$ cat src/rtl/gray_seq_ctrl.sv
// Step-enable sequencer for the gray-code counter: continuous, burst and
// single-step modes with a programmable prescaler and a step counter.
module gray_seq_ctrl #(
  parameter int unsigned CNT_WIDTH = 8,
  parameter int unsigned PRE_WIDTH = 8
) (
  input  logic                 clk,
  input  logic                 rst_n,
  input  logic                 start,
  input  logic                 stop,
  input  logic                 pause,
  input  logic [1:0]           mode,
  input  logic [CNT_WIDTH-1:0] burst_len,
  input  logic [PRE_WIDTH-1:0] prescale,
  output logic                 gray_en,
  output logic                 busy,
  output logic                 done,
  output logic [CNT_WIDTH-1:0] steps_done
);

  typedef enum logic [1:0] {
    S_IDLE   = 2'b00,
    S_RUN    = 2'b01,
    S_PAUSED = 2'b10,
    S_DONE   = 2'b11
  } state_t;

  state_t               r_state;
  state_t               w_state_nxt;
  logic                 r_cont;
  logic [CNT_WIDTH-1:0] r_len;
  logic [PRE_WIDTH-1:0] r_pre;
  logic [PRE_WIDTH-1:0] r_pre_cnt;
  logic [CNT_WIDTH-1:0] r_steps;

  logic                 w_accept;
  logic                 w_tick;
  logic                 w_step;
  logic                 w_last;
  logic                 w_mode_cont;
  logic                 w_mode_burst;
  logic [CNT_WIDTH-1:0] w_steps_inc;

  assign w_mode_cont  = (mode == 2'b00);
  assign w_mode_burst = (mode == 2'b01);
  assign w_accept     = (r_state == S_IDLE) && start;
  assign w_tick       = (r_pre_cnt == r_pre);
  // stop and pause gate the step in the same cycle they are seen
  assign w_step       = (r_state == S_RUN) && w_tick && !pause && !stop;
  assign w_steps_inc  = r_steps + CNT_WIDTH'(1);
  assign w_last       = !r_cont && (w_steps_inc == r_len);

  always_comb begin
    w_state_nxt = r_state;
    case (r_state)
      S_IDLE: begin
        if (start) begin
          if (w_mode_burst && (burst_len == '0)) w_state_nxt = S_DONE;
          else                                    w_state_nxt = S_RUN;
        end
      end
      S_RUN: begin
        if (stop)                 w_state_nxt = S_IDLE;
        else if (pause)           w_state_nxt = S_PAUSED;
        else if (w_step && w_last) w_state_nxt = S_DONE;
      end
      S_PAUSED: begin
        if (stop)        w_state_nxt = S_IDLE;
        else if (!pause) w_state_nxt = S_RUN;
      end
      S_DONE:  w_state_nxt = S_IDLE;
      default: w_state_nxt = S_IDLE;
    endcase
  end

  always_ff @(posedge clk or negedge rst_n) begin
    if (!rst_n) begin
      r_state <= S_IDLE;
    end else begin
      r_state <= w_state_nxt;
    end
  end

  // SINGLE and the reserved mode both become a burst of length one
  always_ff @(posedge clk or negedge rst_n) begin
    if (!rst_n) begin
      r_cont    <= 1'b0;
      r_len     <= '0;
      r_pre     <= '0;
      r_pre_cnt <= '0;
      r_steps   <= '0;
    end else if (w_accept) begin
      r_cont    <= w_mode_cont;
      r_len     <= w_mode_cont  ? '0 :
                   w_mode_burst ? burst_len : CNT_WIDTH'(1);
      r_pre     <= prescale;
      r_pre_cnt <= '0;
      r_steps   <= '0;
    end else if (w_step) begin
      r_pre_cnt <= '0;
      r_steps   <= w_steps_inc;
    end else if ((r_state == S_RUN) && !pause && !stop) begin
      r_pre_cnt <= r_pre_cnt + PRE_WIDTH'(1);
    end
  end

  assign gray_en    = w_step;
  assign busy       = (r_state == S_RUN) || (r_state == S_PAUSED);
  assign done       = (r_state == S_DONE);
  assign steps_done = r_steps;

endmodule

$ cat config.mk
export PLATFORM = sky130hd
export DESIGN_NAME = gray_seq_ctrl
export DESIGN_NICKNAME = d
export VERILOG_FILES = /design/src/rtl/gray_seq_ctrl.sv
export SDC_FILE = /design/constraint.sdc
export NUM_CORES = 1
export LEC_CHECK = 0
export BUFFER_PORTS_ARGS = -buffer_cell sky130_fd_sc_hd__buf_2
export CORE_MARGIN = 5
export CORE_UTILIZATION = 50
export CTS_BUF_LIST = sky130_fd_sc_hd__clkbuf_8
export DETAILED_ROUTE_END_ITERATION = 6
export PLACE_DENSITY = 0.73
export SLEW_MARGIN = 20
export SYNTH_ARGS = -nofsm -noshare
export SYNTH_HDL_FRONTEND = slang
export SYNTH_SLANG_ARGS = --single-unit
$ cat constraint.sdc
create_clock -name clk -period 4.45 [get_ports clk]
set_input_delay 0.6675 -clock clk [delete_from_list [all_inputs] [get_ports clk]]
set_output_delay 0.6675 -clock clk [all_outputs]
set_load 0.01 [all_outputs]
==> results.cfg, run 1 <==
[critical_path]
reg_to_reg_endpoint = r_state[1]$_DFFE_PN0P_
critical_path_peak_fanout = 11
timing.critical_path.arrival_ns = 2.11
worst-setup-path-type = reg -> out
critPathLaunch = r_state[1]$_DFFE_PN0P_
crit_path_max_incr_delay_ns = 0.42
ff2ff_setup_slack_ns = 2.19
reg2regPathDepth = 9
cp_cell_sequence = inv_1, ha_1, nor3b_4, nand3_2, nor4_4, buf_4, buf_2
worstSetupEndpoint = gray_en
cpMaxStageDelayCell = nor3b_4
cp_data_required_time_ns = 3.78
critPathCaptureType = output port
kind_of_start_point_of_the_critical_path = flop
r2r_start = r_state[1]$_DFFE_PN0P_

[global_route]
grt_use_total = 0.178
grtUsageMet1 = 0.261
first_global_vias = 1508
grt_start_max_net_pins = 36
gr-total-overflow = 0
gr-max-usage-layer = met1
grt_pass1_wl_um = 7100
met3_usage = 0.0360
groute.layer.met2.usage = 0.252
antenna_found_initial = 0

[drt]
drt_pass_1_iters = 4
drt_first_iter_violations = 116
drt_drc_violations_left = 0
routed_via_density = 5.29
drt_wl_total_um = 4120
detailroute.via_count = 1487
wire_per_inst_um = 14.7
ant_nets = 0

[logic_synthesis]
synth.area.top_cells = dfrtp_1 (45%), nand2_1 (7.8%), xnor2_1 (7.7%)
synth-seq-cells = 35
synthesis.instances = 200
ys.warnings.count = 0
netlist.top_cell.by_area = dfrtp_1
synth_edf_count = 0
synth_top_area_frac = 0.453
mappedNetlistNets = 230
seq_area_frac_synth = 0.453
synth.cells.most_frequent = nand2_1 (40), dfrtp_1 (35), nor2_1 (21)
yosys.cell_types.count = 34
synth_top_flop_cell = dfrtp_1
syn-cell-area_mm2 = 0.00193
syn_avg_cell_area_um2 = 9.67
ys_async_sr_fraction = 1.00
synthMostInstantiatedCell = nand2_1

[clock_tree]
cts_made_buffers = 5
cts.reportedPaths.clkPinSlew_ns = 0.07
cts_root_buffer = clkbuf_8
clockBufferDepth = 2
post-cts-setup-buffer-count = 0
cts_htree_levels = 2
clock_latency_of_the_later_clocked_register_in_the_worst_skew_pair_ns = 0.29
ctsHoldBuffers = 0
tritoncts = built
post_cts_resize_count = 0
clock_sink_count = 35

[place]
dp_hpwl_um = 2980
port-buffer-count = 33
place_congestion = 0.836

[die]
io-pin-count = 34
floorplan.initialDensity = 0.521
core_ar_mm2 = 0.00372
die_height_um = 72.2
dieArea_mm2 = 0.00521
fp-row-count = 22
die_x_um = 72.2

[layout]
finalNetCount = 263
synthToLayoutAreaGrowth_pct = 14.6
num_antenna_cells = 0
postLayoutCoreUtil = 0.597
layout.filler_cells = 340
final_layout_size_suffix_gt1_frac = 0.202

[run]
maxCapViolCount = 0

[power_and_ir_drop]
power_per_cell_area_mw_per_mm2 = 489
max-vdd-ir-drop_mv = 0.266
leakagePower_nw = 1.08

[status]
status = completed

[timing]
achievable-frequency_mhz = 360
setup_viol = 0
skew_ns = 0.00639
timing.setup.tns_ns = 0
period_needed_ns = 2.77
min_period_over_period = 0.624
worst_slew_margin_rel = 0.477
max_slew.worst_pin.slew_ns = 0.785
rsz0062_at_grt = no
hold_violations = 0
drv_slew = 0

[min_path]
worst_hold_path_type = in -> async
## flip-flops by register name, summed over array words and instances (netlist names)
signal      cells
r_cont          1
r_pre           8
r_len           8
r_pre_cnt       8
r_state         2
steps_done      8
## metrics by stage
stage	power, mW	setup slack (ns)	cell area (um2)	hold WS [ns]	instances
2_1_floorplan	0.757	2.31	1930	0.372	200
3_3_place_gp	0.845	1.91	2130	0.485	274
3_5_place_dp	0.857	1.85	2130	0.487	274
4_1_cts	1.09	1.67	2220	0.471	281
5_1_grt	1.16	1.55	2220	0.529	281
6_report	1.08	1.68	2220	0.453	281
## where the power goes
part / internal, mW / total (mW) / switching (mW)
sequential: 0.401 / 0.479 / 0.0773
combinational: 0.169 / 0.374 / 0.204
clock: 0.121 / 0.233 / 0.111
total: 0.692 / 1.08 / 0.393
## worst min path at each step
| stage | endpoint | slack (ns) | cells past startpoint |
|---|---|---|---|
| floorplan | r_cont$_DFFE_PN0P_ | 0.37 | 0 |
| global placement | r_pre[5]$_DFFE_PN0P_ | 0.48 | 2 |
| detailed placement | r_pre[7]$_DFFE_PN0P_ | 0.49 | 2 |
| CTS | steps_done[6]$_DFFE_PN0P_ | 0.47 | 1 |
| global route | steps_done[7]$_DFFE_PN0P_ | 0.53 | 1 |
| finish | steps_done[7]$_DFFE_PN0P_ | 0.45 | 1 |
## cell usage in the layout, fill, tap and decap left out, drive strengths merged
cell / count
o221ai: 1
xnor2: 17
nand2: 40
nand3b: 1
o21ai: 2
nor4: 4
o2111ai: 1
nor3b: 3
a22o: 7
buf: 34
o31ai: 1
and2: 4
clkbuf: 6
nand4: 6
nor2: 21
xor2: 15
and3: 4
o32a: 1
nand3: 4
nor2b: 2
a211oi: 2
inv: 4
mux2i: 3
clkinv: 1
a41oi: 1
nor3: 2
ha: 7
a21oi: 2
dfrtp: 35
nand2b: 2
## final cells by class
cell class / count / area, um2 / share of cell area
clock inverters: 1 / 5.00 / 0.00226
multi-input cells: 153 / 1010 / 0.454
well taps: 48 / 60.1 / 0.0271
flip-flops and latches: 35 / 876 / 0.395
repair buffers: 34 / 173 / 0.0779
inverters: 4 / 15.0 / 0.00677
clock buffers: 6 / 82.6 / 0.0372
## critical path: cells and delay by family (launching register included)
kind,cells,cell delay [ns]
flip-flops,1,0.40
adder cells (fa/ha/maj),1,0.18
AND/OR/NAND/NOR,3,0.74
buffers and inverters,3,0.49
## logic make-up after synthesis
logic type	share of synthesized area
AO/OA/AOI/OAI	0.0750
multiplexers	0.0155
flip-flops	0.453
XOR/XNOR	0.145
adder cells (fa/ha/maj)	0.0453
AND/OR/NAND/NOR	0.239
buffers and inverters	0.0272
## metal layers
metal  vias to the layer above  share of wire
li1                        737              -
met1                       709           0.51
met2                        32           0.42
met3                         9          0.045
met4                         0          0.018
met5                         -              0
No activity file was read; power rests on OpenSTA's default activity.
==> inputs of run 2 (changes only) <==
--- a/config.mk
+++ b/config.mk
@@ -5,12 +5,13 @@
 export SDC_FILE = /design/constraint.sdc
 export NUM_CORES = 1
 export LEC_CHECK = 0
+export ABC_AREA = 1
 export BUFFER_PORTS_ARGS = -buffer_cell sky130_fd_sc_hd__buf_2
 export CORE_MARGIN = 5
 export CORE_UTILIZATION = 50
 export CTS_BUF_LIST = sky130_fd_sc_hd__clkbuf_8
 export DETAILED_ROUTE_END_ITERATION = 6
-export PLACE_DENSITY = 0.73
+export PLACE_DENSITY = 0.75
 export SLEW_MARGIN = 20
 export SYNTH_ARGS = -nofsm -noshare
 export SYNTH_HDL_FRONTEND = slang
==> constraint.sdc (replaced) <==
create_clock -name clk -period 2.5 [get_ports clk]
set_input_delay 0.375 -clock clk [delete_from_list [all_inputs] [get_ports clk]]
set_output_delay 0.375 -clock clk [all_outputs]
set_load 0.01 [all_outputs]
==> run 2 against run 1 <==
  * Non-clock buffer count down 1
  * Clock power grew 81%
  * Critical path type unchanged
  * Synthesized cell count up 40%
  * Flip-flop and latch count is the same
  * Highest routed layer unchanged
  * Die area grew 11%
  * Largest cell class unchanged
  * Wire length increased by 20%
  * Global-route usage up 0.55 points
  * Clock skew grew 0.0021 ns
  * Core utilization fell by 2.0 points
  * Critical path depth stayed put
==> results.cfg, run 2 <==
[timing]
rsz0062_at_grt = no
worst_slew_margin_rel = 0.477
period_needed_ns = 2.25
max_slew.worst_pin.slew_ns = 0.784
skew_ns = 0.00848
achievable-frequency_mhz = 444
timing.setup.tns_ns = 0
hold_violations = 0
setup_viol = 0
min_period_over_period = 0.902
drv_slew = 0

[die]
io-pin-count = 34
fp-row-count = 24
die_height_um = 76.0
floorplan.initialDensity = 0.507
die_x_um = 76.0
dieArea_mm2 = 0.00577
core_ar_mm2 = 0.00429

[layout]
register_area_um2 = 876
layout.filler_cells = 395
multiInputGateArea_mm2 = 0.00110
leading_cell_types_in_the_layout_fill_and_taps_excluded = nand2_1 (75), inv_1 (44), dfrtp_1 (35), buf_2 (33), nand3_1 (24)
synthToLayoutAreaGrowth_pct = 13.7
layout_commonest_cell = nand2_1
final_layout_size_suffix_gt1_frac = 0.231
num_antenna_cells = 0
finalNetCount = 346
non_filler_instance_count_after_layout = 368

[logic_synthesis]
seq_area_frac_synth = 0.403
ys.warnings.count = 0
synth_edf_count = 0
synthesis.instances = 279
synthMostInstantiatedCell = nand2_1
syn-cell-area_mm2 = 0.00218
synthSimpleGateAreaFrac = 0.327
mappedNetlistNets = 309
synth_top_area_frac = 0.403
yosys.cell_types.count = 33
synth_top_flop_cell = dfrtp_1
ys_async_sr_fraction = 1.00
synth_fa_ha_area_frac = 0.0403
synth-seq-cells = 35
synth.cells.most_frequent = nand2_1 (75), inv_1 (44), dfrtp_1 (35)
syn_avg_cell_area_um2 = 7.80
synth_mux_area_frac = 0
combinational_family_with_the_most_area_after_synthesis = simple AND/OR/NAND/NOR gates
netlist.top_cell.by_area = dfrtp_1
synth.area.top_cells = dfrtp_1 (40%), nand2_1 (13%), inv_1 (7.6%)
synthXorXnorAreaFrac = 0.0236
synth_compound_area_frac = 0.114

[clock_tree]
post_cts_resize_count = 0
cts_root_buffer = clkbuf_8
tritoncts = built
cts_htree_levels = 2
cts.reportedPaths.clkPinSlew_ns = 0.07
post-cts-setup-buffer-count = 0
ctsHoldBuffers = 0
cts_made_buffers = 5
clock_sink_count = 35
clock_latency_of_the_later_clocked_register_in_the_worst_skew_pair_ns = 0.29
clockBufferDepth = 2

[global_route]
gr-total-overflow = 0
grt_start_max_net_pins = 36
grt_pass1_wl_um = 8790
grt_use_total = 0.184
first_global_vias = 1868
antenna_found_initial = 0

[drt]
ant_nets = 0
drt_first_iter_violations = 125
met2_wirelength_um = 2280
detailroute.via_count = 1916
drt_drc_violations_left = 0
m1WireLength_um = 2400
wire_per_inst_um = 13.5
routed_via_density = 5.21
drt_wl_total_um = 4960
route.top_layer_used = met4
dr_wl_met3_um = 217
drt_pass_1_iters = 4

[power_and_ir_drop]
clkPwrFrac = 0.185
max-vdd-ir-drop_mv = 0.532
power_switching_share = 0.423
power_per_cell_area_mw_per_mm2 = 921
p_comb_frac = 0.426
leakagePower_nw = 1.23
power_switching_uw = 964
p_int_mw = 1.32
pwr-share-seq = 0.389

[critical_path]
r2r_start = r_state[0]$_DFFE_PN0P_
reg2regPathDepth = 10
kind_of_start_point_of_the_critical_path = flop
timing.critical_path.arrival_ns = 1.88
critPathCaptureType = output port
ff2ff_setup_slack_ns = 0.47
critical_path_peak_fanout = 9
critical_path_buf_inv_count = 2
critical-path-top-delay-family = simple AND/OR/NAND/NOR gates
reg_to_reg_endpoint = r_pre_cnt[7]$_DFFE_PN0P_
cpMaxStageDelayCell = dfrtp_1
cp_data_required_time_ns = 2.12
cp_cell_sequence = inv_1, ha_1, nand2_2, nor2_8, nand3_1, nor3b_2, buf_2
worst-setup-path-type = reg -> out
crit_path_max_incr_delay_ns = 0.41

[status]
status = completed

[place]
port-buffer-count = 33
dp_hpwl_um = 3840
dp.cells = 361
place_congestion = 0.897

[run]
maxCapViolCount = 0

[min_path]
worst_hold_path_type = in -> async
run 2: worst register-to-register path, delay by kind of cell, from the launching register on:
kind | cells | cell delay, ns
compound gates | 3 | 0.34
flops | 1 | 0.41
buf+inv | 2 | 0.53
fa+ha+maj | 1 | 0.18
simple gates | 4 | 0.48
run 2: cells by family after synthesis:
group,count (synthesis)
buffers and inverters,52
flip-flops,35
XOR/XNOR,5
AND/OR/NAND/NOR,141
adder cells (fa/ha/maj),7
AO/OA/AOI/OAI,39
run 2: per-layer routing:
layer | global-route usage | vias up
li1 | - | 969
met1 | 0.258 | 900
met2 | 0.281 | 40
met3 | 0.0427 | 7
met4 | 0.0534 | 0
met5 | 0 | -
run 2: worst max path at each step:
stage                                 from                       end  depth (start not counted)  slack, ns
floorplan           r_state[1]$_DFFE_PN0P_                   gray_en                          6       0.84
global placement    r_state[0]$_DFFE_PN0P_  r_pre_cnt[7]$_DFFE_PN0P_                         10       0.60
detailed placement  r_state[0]$_DFFE_PN0P_  r_pre_cnt[7]$_DFFE_PN0P_                         10       0.49
CTS                 r_state[1]$_DFFE_PN0P_                   gray_en                          7       0.24
global route        r_state[1]$_DFFE_PN0P_                   gray_en                          7       0.14
finish              r_state[1]$_DFFE_PN0P_                   gray_en                          7       0.25
run 2: per-stage QoR:
step / hold slack [ns] / cell area [um2] / total power [mW] / setup WS [ns] / utilization
after detailed placement: 0.501 / 2390 / 1.86 / 0.495 / 0.556
after CTS: 0.192 / 2470 / 2.29 / 0.243 / 0.576
after global routing: 0.230 / 2470 / 2.47 / 0.138 / 0.576
final: 0.165 / 2470 / 2.28 / 0.246 / 0.576
after global placement: 0.491 / 2390 / 1.84 / 0.596 / 0.556
after floorplan: 0.0794 / 2180 / 1.61 / 0.842 / -
run 2: power by group through the flow:
stage                     Clock [mW]  Sequential, mW  Combinational [mW]
final                          0.422           0.887               0.971
after global routing           0.455           0.909                1.11
after CTS                      0.433           0.886               0.974
after detailed placement           0           0.896               0.969
after global placement             0           0.892               0.947
after floorplan                    0           0.869               0.746
run 2: final cells by class:
cell class                      count  area share
Multi-Input combinational cell    192       0.443
Inverter                           49      0.0743
Tap cell                           52      0.0263
Timing Repair Buffer               33      0.0667
Clock buffer                        6      0.0334
Sequential cell                    35       0.354
Clock inverter                      1     0.00202
==> inputs of run 3 (changes only) <==
--- a/config.mk
+++ b/config.mk
@@ -5,7 +5,6 @@
 export SDC_FILE = /design/constraint.sdc
 export NUM_CORES = 1
 export LEC_CHECK = 0
-export ABC_AREA = 1
 export BUFFER_PORTS_ARGS = -buffer_cell sky130_fd_sc_hd__buf_2
 export CORE_MARGIN = 5
 export CORE_UTILIZATION = 50
==> run 3 against run 2 <==
  * Clock power is 8.5% higher
  * Cell count is 23% lower
  * Cell area is 8.8% lower
  * Critical endpoint unchanged
  * Highest routed layer unchanged
==> results.cfg, run 3 (synthesis results as in run 1) <==
[status]
status = completed

[place]
place_congestion = 0.912
dpl_worst_slack_ns = 0.474
dp_hpwl_um = 3150
port-buffer-count = 33
dp.cells = 277

[global_route]
grt_start_max_net_pins = 36
grt_use_total = 0.175
grt_pass1_wl_um = 6960
first_global_vias = 1450
gr-total-overflow = 0
antenna_found_initial = 0

[die]
fp-row-count = 22
io-pin-count = 34
dieArea_mm2 = 0.00521
floorplan.initialDensity = 0.521
die_x_um = 72.2
die_height_um = 72.2
core_ar_mm2 = 0.00372

[power_and_ir_drop]
pwr-share-seq = 0.429
max-vdd-ir-drop_mv = 0.422
power_switching_share = 0.356
post-layout-total-power_mw = 1.99
power_per_cell_area_mw_per_mm2 = 881
clkPwrFrac = 0.230
power_switching_uw = 707
leakagePower_nw = 1.10
p_int_mw = 1.28
p_comb_frac = 0.341

[drt]
ant_nets = 0
drt_first_iter_violations = 105
drt_pass_1_iters = 4
routed_via_density = 5.26
drt_drc_violations_left = 0
drt_wl_total_um = 4180
wire_per_inst_um = 14.7
detailroute.via_count = 1499

[layout]
final_layout_size_suffix_gt1_frac = 0.215
synthToLayoutAreaGrowth_pct = 16.6
finalNetCount = 266
non_filler_instance_count_after_layout = 285
layout_commonest_cell = nand2_1
num_antenna_cells = 0
leading_cell_types_in_the_layout_fill_and_taps_excluded = nand2_1 (40), dfrtp_1 (35), buf_2 (33), nor2_1 (21), xnor2_1 (17)

[clock_tree]
cts_htree_levels = 2
tritoncts = built
clock_latency_of_the_later_clocked_register_in_the_worst_skew_pair_ns = 0.29
cts_made_buffers = 5
cts.reportedPaths.clkPinSlew_ns = 0.07
clockBufferDepth = 2
clock_sink_count = 35
post-cts-setup-buffer-count = 0
post_cts_resize_count = 0
cts_root_buffer = clkbuf_8
ctsHoldBuffers = 0

[timing]
setup_viol = 0
achievable-frequency_mhz = 458
min_period_over_period = 0.873
max_slew.worst_pin.slew_ns = 0.769
smallest_setup_slack_after_layout_ns = 0.317
period_needed_ns = 2.18
drv_slew = 0
skew_ns = 0.00550
rsz0062_at_grt = no
worst_slew_margin_rel = 0.488
timing.setup.tns_ns = 0
hold_violations = 0

[critical_path]
cp_data_required_time_ns = 2.12
timing.critical_path.arrival_ns = 1.81
cpMaxStageDelayCell = dfrtp_1
worst-setup-path-type = reg -> out
critical-path-top-delay-family = buffers and inverters
kind_of_start_point_of_the_critical_path = flop
ff2ff_setup_slack_ns = 0.43
reg2regPathDepth = 7
cp_cell_sequence = inv_1, ha_1, nor3b_4, nand3_2, nor4_4, buf_4, buf_2
critical_path_peak_fanout = 11
critical_path_buf_inv_count = 3
r2r_start = steps_done[0]$_DFFE_PN0P_
critPathCaptureType = output port
crit_path_max_incr_delay_ns = 0.41
timing.critical_path.depth = 7
reg_to_reg_endpoint = r_state[1]$_DFFE_PN0P_

[run]
maxCapViolCount = 0

[min_path]
worst_hold_path_type = in -> async
-- run 3: how the worst max path moves through the flow --
stage	startpoint	end	slack, ns
floorplan	r_state[1]$_DFFE_PN0P_	r_state[1]$_DFFE_PN0P_	0.54
global placement	steps_done[0]$_DFFE_PN0P_	r_state[1]$_DFFE_PN0P_	0.57
detailed placement	steps_done[0]$_DFFE_PN0P_	r_state[1]$_DFFE_PN0P_	0.47
CTS	r_state[1]$_DFFE_PN0P_	gray_en	0.29
global route	r_state[1]$_DFFE_PN0P_	gray_en	0.15
finish	r_state[1]$_DFFE_PN0P_	gray_en	0.32
-- run 3: layer usage --
layer | vias to the layer above | routed length (um) | global-route usage
met2 | 37 | 1880 | 0.259
met1 | 711 | 2010 | 0.242
met3 | 8 | 238 | 0.0499
met5 | - | 0 | 0
li1 | 743 | - | -
met4 | 0 | 61 | 0.0647
-- run 3: layout make-up --
type	count	area, um2
Clock buffer	7	96.3
Clock inverter	1	7.51
Fill cell	336	1460
Inverter	4	15.0
Multi-Input combinational cell	153	1010
Sequential cell	35	876
Tap cell	48	60.1
Timing Repair Buffer	37	195
-- run 3: per-stage QoR --
stage | instance area [um2] | utilization | hold WS, ns
2_1_floorplan | 1930 | - | 0.0794
3_3_place_gp | 2150 | 0.579 | 0.478
3_5_place_dp | 2150 | 0.579 | 0.482
4_1_cts | 2260 | 0.607 | 0.179
5_1_grt | 2260 | 0.607 | 0.217
6_report | 2260 | 0.607 | 0.155
-- run 3: power groups by stage --
stage	Combinational, mW	Sequential (mW)	Clock (mW)
global route	0.762	0.872	0.492
floorplan	0.527	0.820	0
CTS	0.683	0.852	0.471
detailed placement	0.684	0.858	0
global placement	0.656	0.853	0
finish	0.677	0.852	0.458
